**config.mk**
```make
export PLATFORM = sky130hd
export DESIGN_NAME = ex_div_unit
export DESIGN_NICKNAME = d
export VERILOG_FILES = /design/src/rtl/div_pkg.sv /design/src/rtl/div_step.sv /design/src/rtl/ex_div_unit.sv
export SDC_FILE = /design/constraint.sdc
export NUM_CORES = 1
export LEC_CHECK = 0
export CORE_MARGIN = 2
export CORE_UTILIZATION = 45
export CTS_CLUSTER_SIZE = 25
export DETAILED_ROUTE_END_ITERATION = 16
export HOLD_SLACK_MARGIN = 0.1
export PLACE_DENSITY_LB_ADDON = 0.1
export SYNTH_ARGS = -nofsm -noshare
export SYNTH_HDL_FRONTEND = slang
export SYNTH_SLANG_ARGS = --single-unit
```
**constraint.sdc**
```tcl
create_clock -name clk -period 6.7 [get_ports clk]
set_clock_uncertainty 0.1 [all_clocks]
set_input_delay 1.675 -clock clk [delete_from_list [all_inputs] [get_ports clk]]
set_output_delay 1.675 -clock clk [all_outputs]
set_load 0.05 [all_outputs]
```
**src/rtl/div_pkg.sv**
```systemverilog
// rtl/div_pkg.sv - shared state encoding and sizing for the EX-stage divider
package div_pkg;

  typedef enum logic [1:0] {
    IDLE   = 2'b00,
    BYZERO = 2'b01,
    ON     = 2'b10,
    END    = 2'b11
  } div_state_t;

  localparam int DIV_CYCLES = 32;

endpackage

```
**src/rtl/div_step.sv**
```systemverilog
// rtl/div_step.sv - one combinational restoring-division step on the {rem, quo} work register
module div_step #(
  parameter int DATA_W = 32
) (
  input  logic [2*DATA_W:0]   w,
  input  logic [DATA_W-1:0]   divisor,
  output logic [2*DATA_W:0]   w_next
);

  logic [DATA_W:0] part;
  logic [DATA_W:0] diff;
  logic            take;

  // part is w[2W:W] after the left shift; a set w[2W] means it already exceeds any divisor
  assign part = w[2*DATA_W-1:DATA_W-1];
  assign diff = part - {1'b0, divisor};
  assign take = w[2*DATA_W] | (part >= {1'b0, divisor});

  always_comb begin
    w_next = {w[2*DATA_W-1:0], 1'b0};
    if (take) begin
      w_next = {diff, w[DATA_W-2:0], 1'b1};
    end
  end

endmodule

```
**src/rtl/ex_div_unit.sv**
```systemverilog
// rtl/ex_div_unit.sv - iterative DIV/DIVU unit: FSM, operand/sign latches, sign fix and stall request
module ex_div_unit
  import div_pkg::*;
#(
  parameter int DATA_W = DIV_CYCLES
) (
  input  logic                  clk,
  input  logic                  resetn,
  input  logic                  div_start,
  input  logic                  div_signed,
  input  logic [DATA_W-1:0]     opdata1,
  input  logic [DATA_W-1:0]     opdata2,
  input  logic                  annul,
  output logic [2*DATA_W-1:0]   div_result,
  output logic                  div_ready,
  output logic                  div_stall
);

  localparam int CNT_W = $clog2(DATA_W) + 1;

  div_state_t            state, state_next;
  logic [CNT_W-1:0]      cnt;
  logic [2*DATA_W:0]     w, w_step;
  logic [DATA_W-1:0]     divisor;
  logic                  q_neg, r_neg;

  logic                  sign1, sign2, start_ok, zero_div, last_step;
  logic [DATA_W-1:0]     abs1, abs2, quo, rem, quo_fix, rem_fix;

  assign sign1     = div_signed & opdata1[DATA_W-1];
  assign sign2     = div_signed & opdata2[DATA_W-1];
  assign abs1      = sign1 ? -opdata1 : opdata1;
  assign abs2      = sign2 ? -opdata2 : opdata2;
  assign start_ok  = div_start & ~annul;
  assign zero_div  = (opdata2 == '0);
  assign last_step = (cnt == CNT_W'(DATA_W - 1));

  assign quo     = w[DATA_W-1:0];
  assign rem     = w[2*DATA_W-1:DATA_W];
  assign quo_fix = q_neg ? -quo : quo;
  assign rem_fix = r_neg ? -rem : rem;

  div_step #(.DATA_W(DATA_W)) u_step (
    .w       (w),
    .divisor (divisor),
    .w_next  (w_step)
  );

  always_ff @(posedge clk or negedge resetn) begin
    if (!resetn) begin
      state <= IDLE;
    end else begin
      state <= state_next;
    end
  end

  always_comb begin
    state_next = state;
    div_stall  = 1'b0;
    div_ready  = 1'b0;
    div_result = '0;
    case (state)
      IDLE: begin
        div_stall = start_ok;
        if (start_ok) begin
          state_next = zero_div ? BYZERO : ON;
        end
      end
      BYZERO: begin
        div_stall  = ~annul;
        state_next = annul ? IDLE : END;
      end
      ON: begin
        div_stall = ~annul;
        if (annul) begin
          state_next = IDLE;
        end else if (last_step) begin
          state_next = END;
        end
      end
      END: begin
        div_ready  = 1'b1;
        div_result = {rem_fix, quo_fix};
        state_next = IDLE;
      end
      default: state_next = IDLE;
    endcase
    // keep the hazard unit released even if div_start is high during reset
    if (!resetn) begin
      div_stall = 1'b0;
    end
  end

  // A zero divisor preloads w with the final {opdata1, all-ones} pair and skips the sign fix
  always_ff @(posedge clk or negedge resetn) begin
    if (!resetn) begin
      cnt     <= '0;
      w       <= '0;
      divisor <= '0;
      q_neg   <= 1'b0;
      r_neg   <= 1'b0;
    end else begin
      case (state)
        IDLE: begin
          if (start_ok) begin
            cnt     <= '0;
            divisor <= abs2;
            if (zero_div) begin
              w     <= {1'b0, opdata1, {DATA_W{1'b1}}};
              q_neg <= 1'b0;
              r_neg <= 1'b0;
            end else begin
              w     <= {{(DATA_W+1){1'b0}}, abs1};
              q_neg <= sign1 ^ sign2;
              r_neg <= sign1;
            end
          end
        end
        ON: begin
          w   <= w_step;
          cnt <= cnt + CNT_W'(1);
        end
        default: begin
        end
      endcase
    end
  end

endmodule

```
; Word-level counts from Yosys, hierarchy flattened
; Cells that the tools add are included.
[word_totals]
regBits = 107
latch_bits = 0
ramBits = 0
rom_bits = 0
input_bits = 69
out_inout_bits = 66
mem_count = 0
[classes]
addsub = 6
n_mul = 0
div_mod_pow = 0
magnitude_cmp = 1
n_eq_ne = 6
shifts = 0
n_mux = 22
bitwise_logic = 6
reduce_logical = 7
[op_table]
columns = op, n
row1 = $mux 65, 2
row2 = $pmux 65 s2, 1
row3 = $mux 32, 4
row4 = $mux 64, 2
row5 = $neg 32->32, 4
row6 = $ge 33x32->1, 1
row7 = $sub 33x32->33, 1
row8 = $logic_not 32->1, 1
row9 = $pmux 6 s2, 1
row10 = $mux 2, 5
row11 = $pmux 2 s4, 1
row12 = $add 6x1->6 const B, 1
row13 = $eq 6x5->1 const B, 1
row14 = $mux 6, 1
row15 = $reduce_and 2->1, 3
row16 = $eq 2x2->1 const B, 2
row17 = $mux 1, 4
row18 = $and 1x1->1, 3
row19 = $ne 3x3->1 const B, 1
row20 = $eq 2x1->1 const B, 1
row21 = $logic_not 2->1, 1
row22 = $ne 2x2->1 const B, 1
row23 = $pmux 1 s2, 1
row24 = $reduce_bool 2->1, 1
row25 = 4 further kinds, 4

; Longest topological paths before layout
[depth]
word_depth = 5
depth_mapped = 14
mapped_depth_nobuf = 11

; Hierarchy
; A second synthesis with hierarchy kept.
[hier_totals]
cells_unflattened = 1310
hier_area_um2 = 10336.2
[by_module_without_submodules]
columns = mod, n_inst, cells_per_inst, area_each_um2, seq_area_each_um2
row1 = ex_div_unit, 1, 936, 7857.5, 2677.6
row2 = div_step, 1, 374, 2478.6, 0.0

; Worst setup path before layout
; Ideal clock, no wire load.
[synth_path]
path_type = reg2out
from = reg w[50]
to = out div_result[62]
t_arrival_ps = 3138
required_ps = 4925
path_slack_ps = 1787
stages_incl_launch_ff = 9
cell_sequence = dfrtp_1 or4_4 or3_4 or4_4 or3_4 or3_4 o21ai_2 xnor2_1 and2_1
[synth_via]
elab_chain_cells = 3
[synth_lines]
columns = element, line_no
row1 = from (decl), ex_div_unit.sv:23  ; logic [2*DATA_W:0] w, w_step;
row2 = from (signal assigned), ex_div_unit.sv:109  ; w <= {1'b0, opdata1, {DATA_W{1'b1}}};
row3 = from (signal assigned), ex_div_unit.sv:113  ; w <= {{(DATA_W+1){1'b0}}, abs1};
row4 = from (signal assigned), ex_div_unit.sv:120  ; w <= w_step;
row5 = $neg 32->32, ex_div_unit.sv:41  ; assign rem_fix = r_neg ? -rem : rem;
row6 = $mux 32, ex_div_unit.sv:41
row7 = $mux 64, ex_div_unit.sv:62  ; case (state)
row8 = to (decl), ex_div_unit.sv:14  ; output logic [2*DATA_W-1:0] div_result,
; Every way passes these cells.

; Worst setup path in the final report
[layout_path]
from = reg w[36]
to = out div_result[62]
; Same word-level chain as after synthesis.

==> results_dict.tcl <==
set metrics [dict create \
    status "finished clean" \
    path_cells "or3_1, or3_1, or4_4, or3_1, or3_4, o21ai_2, xnor2_1, and2_1, clkdlybuf4s50_1" \
    root_buffer "clkbuf_16" \
    drt-total-wl_um 29700 \
    viasPerCell 5.820 \
    io_pins 135 \
    grt_pass1_vias 8857 \
    diodes 0 \
    nFillCells 2086 \
    ir_drop_v 0.0002611 \
    clk_path_buf_depth 2 \
    worstMarginPinSlew_ps 1129 \
    whs_path_depth 2 \
    r2r_start "w[53]" \
    vias 9347 \
    final_cells 1606 \
    period_share 0.8844 \
    grt_use_total 0.2654 \
    cts_resized 0 \
    grt_start_max_net_pins 72 \
    holdPathEnd "divisor[31]" \
    synth_ff_type "dfrtp_1" \
    synth_edf_count 0 \
    yosysWarnings 0 \
    synth.largest_area_cell "dfrtp_1" \
    holdCritPathClass "reg -> reg" \
    synth-compound-area-share 0.2460 \
    crit_required_ps 4930 \
    r2r_cells 10 \
    ctsHoldBuffers 0 \
    hp-start "divisor[31]" \
    synth_xor_xnor_area_share 0.1291 \
    hold_viol_final 0 \
    dpl.hpwl_um 22640 \
    synthArstFlopShare 1.000 \
    postRouteAntennaNets 0 \
    fmaxAchievable_mhz 168.8 \
    rsz0062_at_grt "false" \
    arrival_ps 4150 \
    slowest_stage "clkdlybuf4s50_1" \
    synth_top_family_by_area "compound AO/OA/AOI/OAI gates" \
    whs_ps 379.6 \
    die_w_um 151.3 \
    synthCells 1232 \
    cts_setup_buffers 0 \
    p_per_area_nw_per_um2 531.7 \
    cts_buffers 9 \
    yosysMostFrequentCell "o21ai_0" \
    portBuffers 134 \
    critPathLaunchType "flip-flop" \
    muxShareOfSynthArea 0.02780 \
    synth.area.top_cells "dfrtp_1 27%, xnor2_1 9.9%, o21ai_0 7.0%" \
    synth-simple-area-share 0.2189 \
    worstReg2RegEnd "w[59]" \
    rows 53 \
    r2r_slack_ps 2840 \
    p_leak_uw 0.004685 \
    die_h_um 151.3 \
    seq_area_um2 2678 \
    setup_tns_ps 0 \
    start_util 0.4617 \
    firstDrtPassIters 5 \
    dpl.cell_count 1591 \
    drive_above_1_share 0.04508 \
    multi_input_area_um2 6626 \
    clk_latency_ps 360 \
    worst_slack_ps 774.3 \
    max_cap_violations 0 \
    overflow 0 \
    core-area_um2 21150 \
    setup_viol 0 \
    cp_max_fo 7 \
    cts_sinks 107 \
    globalplace.congestion 0.9269 \
    netlist.area_leader.share 0.2741 \
    drt_iter0_markers 524 \
    crit_path_frequent_cell "or3_1" \
    ys_types 68 \
    path_clk_slew_ps 70 \
    antenna_found_initial 0 \
    synth_area_um2 9767 \
    slew-limit-headroom 0.2415 \
    routedWlPerCell_um 18.50 \
    syn-num-nets 1343 \
    dieArea_um2 22900 \
    drc_errors 0 \
    grt_pass1_wl_um 47580 \
    syn2layout_area_growth_pct 18.67 \
    cts_tree "done" \
    ys_seq_elements 107 \
    drv_slew 0 \
    cts_max_level 3 \
    synth_common_cells "137 x o21ai_0, 110 x xnor2_1, 107 x dfrtp_1" \
    slowest_delay_ps 800 \
    syn_avg_cell_area_um2 7.928 \
    synth_fa_ha_area_frac 0.05457 \
    synth_seq_area_share 0.2741 \
    period_minus_slack_ps 5926 \
    crit_type "reg -> out" \
    cp-end-kind "output pin" \
    dp_slack_ps 1162 \
    fin_nets 1438 \
]
## layout make-up
cell class / count / share of cell area
clock buffer: 12 / 0.02040
clock inverter: 3 / 0.002159
inverter: 57 / 0.01846
multi-input combinational: 1001 / 0.5717
sequential: 107 / 0.2310
tap: 275 / 0.02969
timing repair buffer: 151 / 0.1265
## layout by cell type (no fill, tap or decap), drive strengths merged, types with 4 or more instances in the layout
master	netlist	routed
nand2b	10	10
dfrtp	107	107
a22o	9	9
nor3b	4	4
or4	16	16
o41ai	14	14
and3	11	11
a211oi	9	9
or2	8	8
nor3	30	30
xor2	34	34
nor2b	7	7
nand3	31	31
a221o	5	5
a21oi	79	79
clkdlybuf4s50	0	133
or3	31	31
o21bai	7	7
o31ai	26	26
inv	57	58
a31oi	11	11
a22oi	21	21
nand4	7	7
nor4	11	11
xnor2	110	110
clkbuf	57	12
nand2	105	105
buf	10	18
and2	67	67
mux2i	26	26
nor2	62	62
o21a	7	7
o21ai	141	141
ha	41	41
o211ai	6	6
a21o	19	19
## where the power goes
group,internal [µW],total (µW),switching (µW),leakage [µW]
Combinational,1750,4340,2590,0.00323
Clock,254,512,259,0.000123
Sequential,921,1310,394,0.00134
Total,2920,6160,3240,0.00469
## logic make-up (layout without fill, tap and decap cells)
group	Yosys count	in the layout
AO/OA/AOI/OAI	384	384
multiplexers	27	27
XOR/XNOR	144	144
AND/OR/NAND/NOR	404	404
flip-flops	107	107
buffers and inverters	124	223
adder cells (fa/ha/maj)	42	42
## routing by layer
layer,up-vias,wire [µm],track usage
li1,4616,-,-
met1,4477,13940,0.3691
met2,222,13940,0.4351
met3,32,1245,0.03675
met4,0,584,0.06589
met5,-,0,0
## worst max-delay path by stage
stage,start,end,slack (ps)
2_1_floorplan,w[50],div_result[62],1790
3_3_place_gp,w[36],div_result[62],1180
3_5_place_dp,w[36],div_result[62],1160
4_1_cts,w[36],div_result[62],760
5_1_grt,w[3],div_result[29],570
6_report,w[36],div_result[62],770
## sequential cells by signal, summed over array words and instances, names as in the netlist
signal,flops
cnt,6
q_neg,1
r_neg,1
divisor,32
w,65
state,2
## per-stage QoR
stage                     cell area, µm²    util  total power (µW)
after detailed placement           11330  0.5355              5636
after global placement             11330  0.5355              5609
after global routing               11590  0.5479              6708
after CTS                          11590  0.5479              6171
final                              11590  0.5479              6162
after floorplan                     9767       -              4470
## worst max-delay path, delay by kind of cell, from the launching register on
family	cells	cell delay (ps)
buf+inv	1	800
simple gates	6	2280
compound gates	1	150
flops	1	440
xor+xnor	1	130
Note: power is estimated with default switching activity, not from simulation.
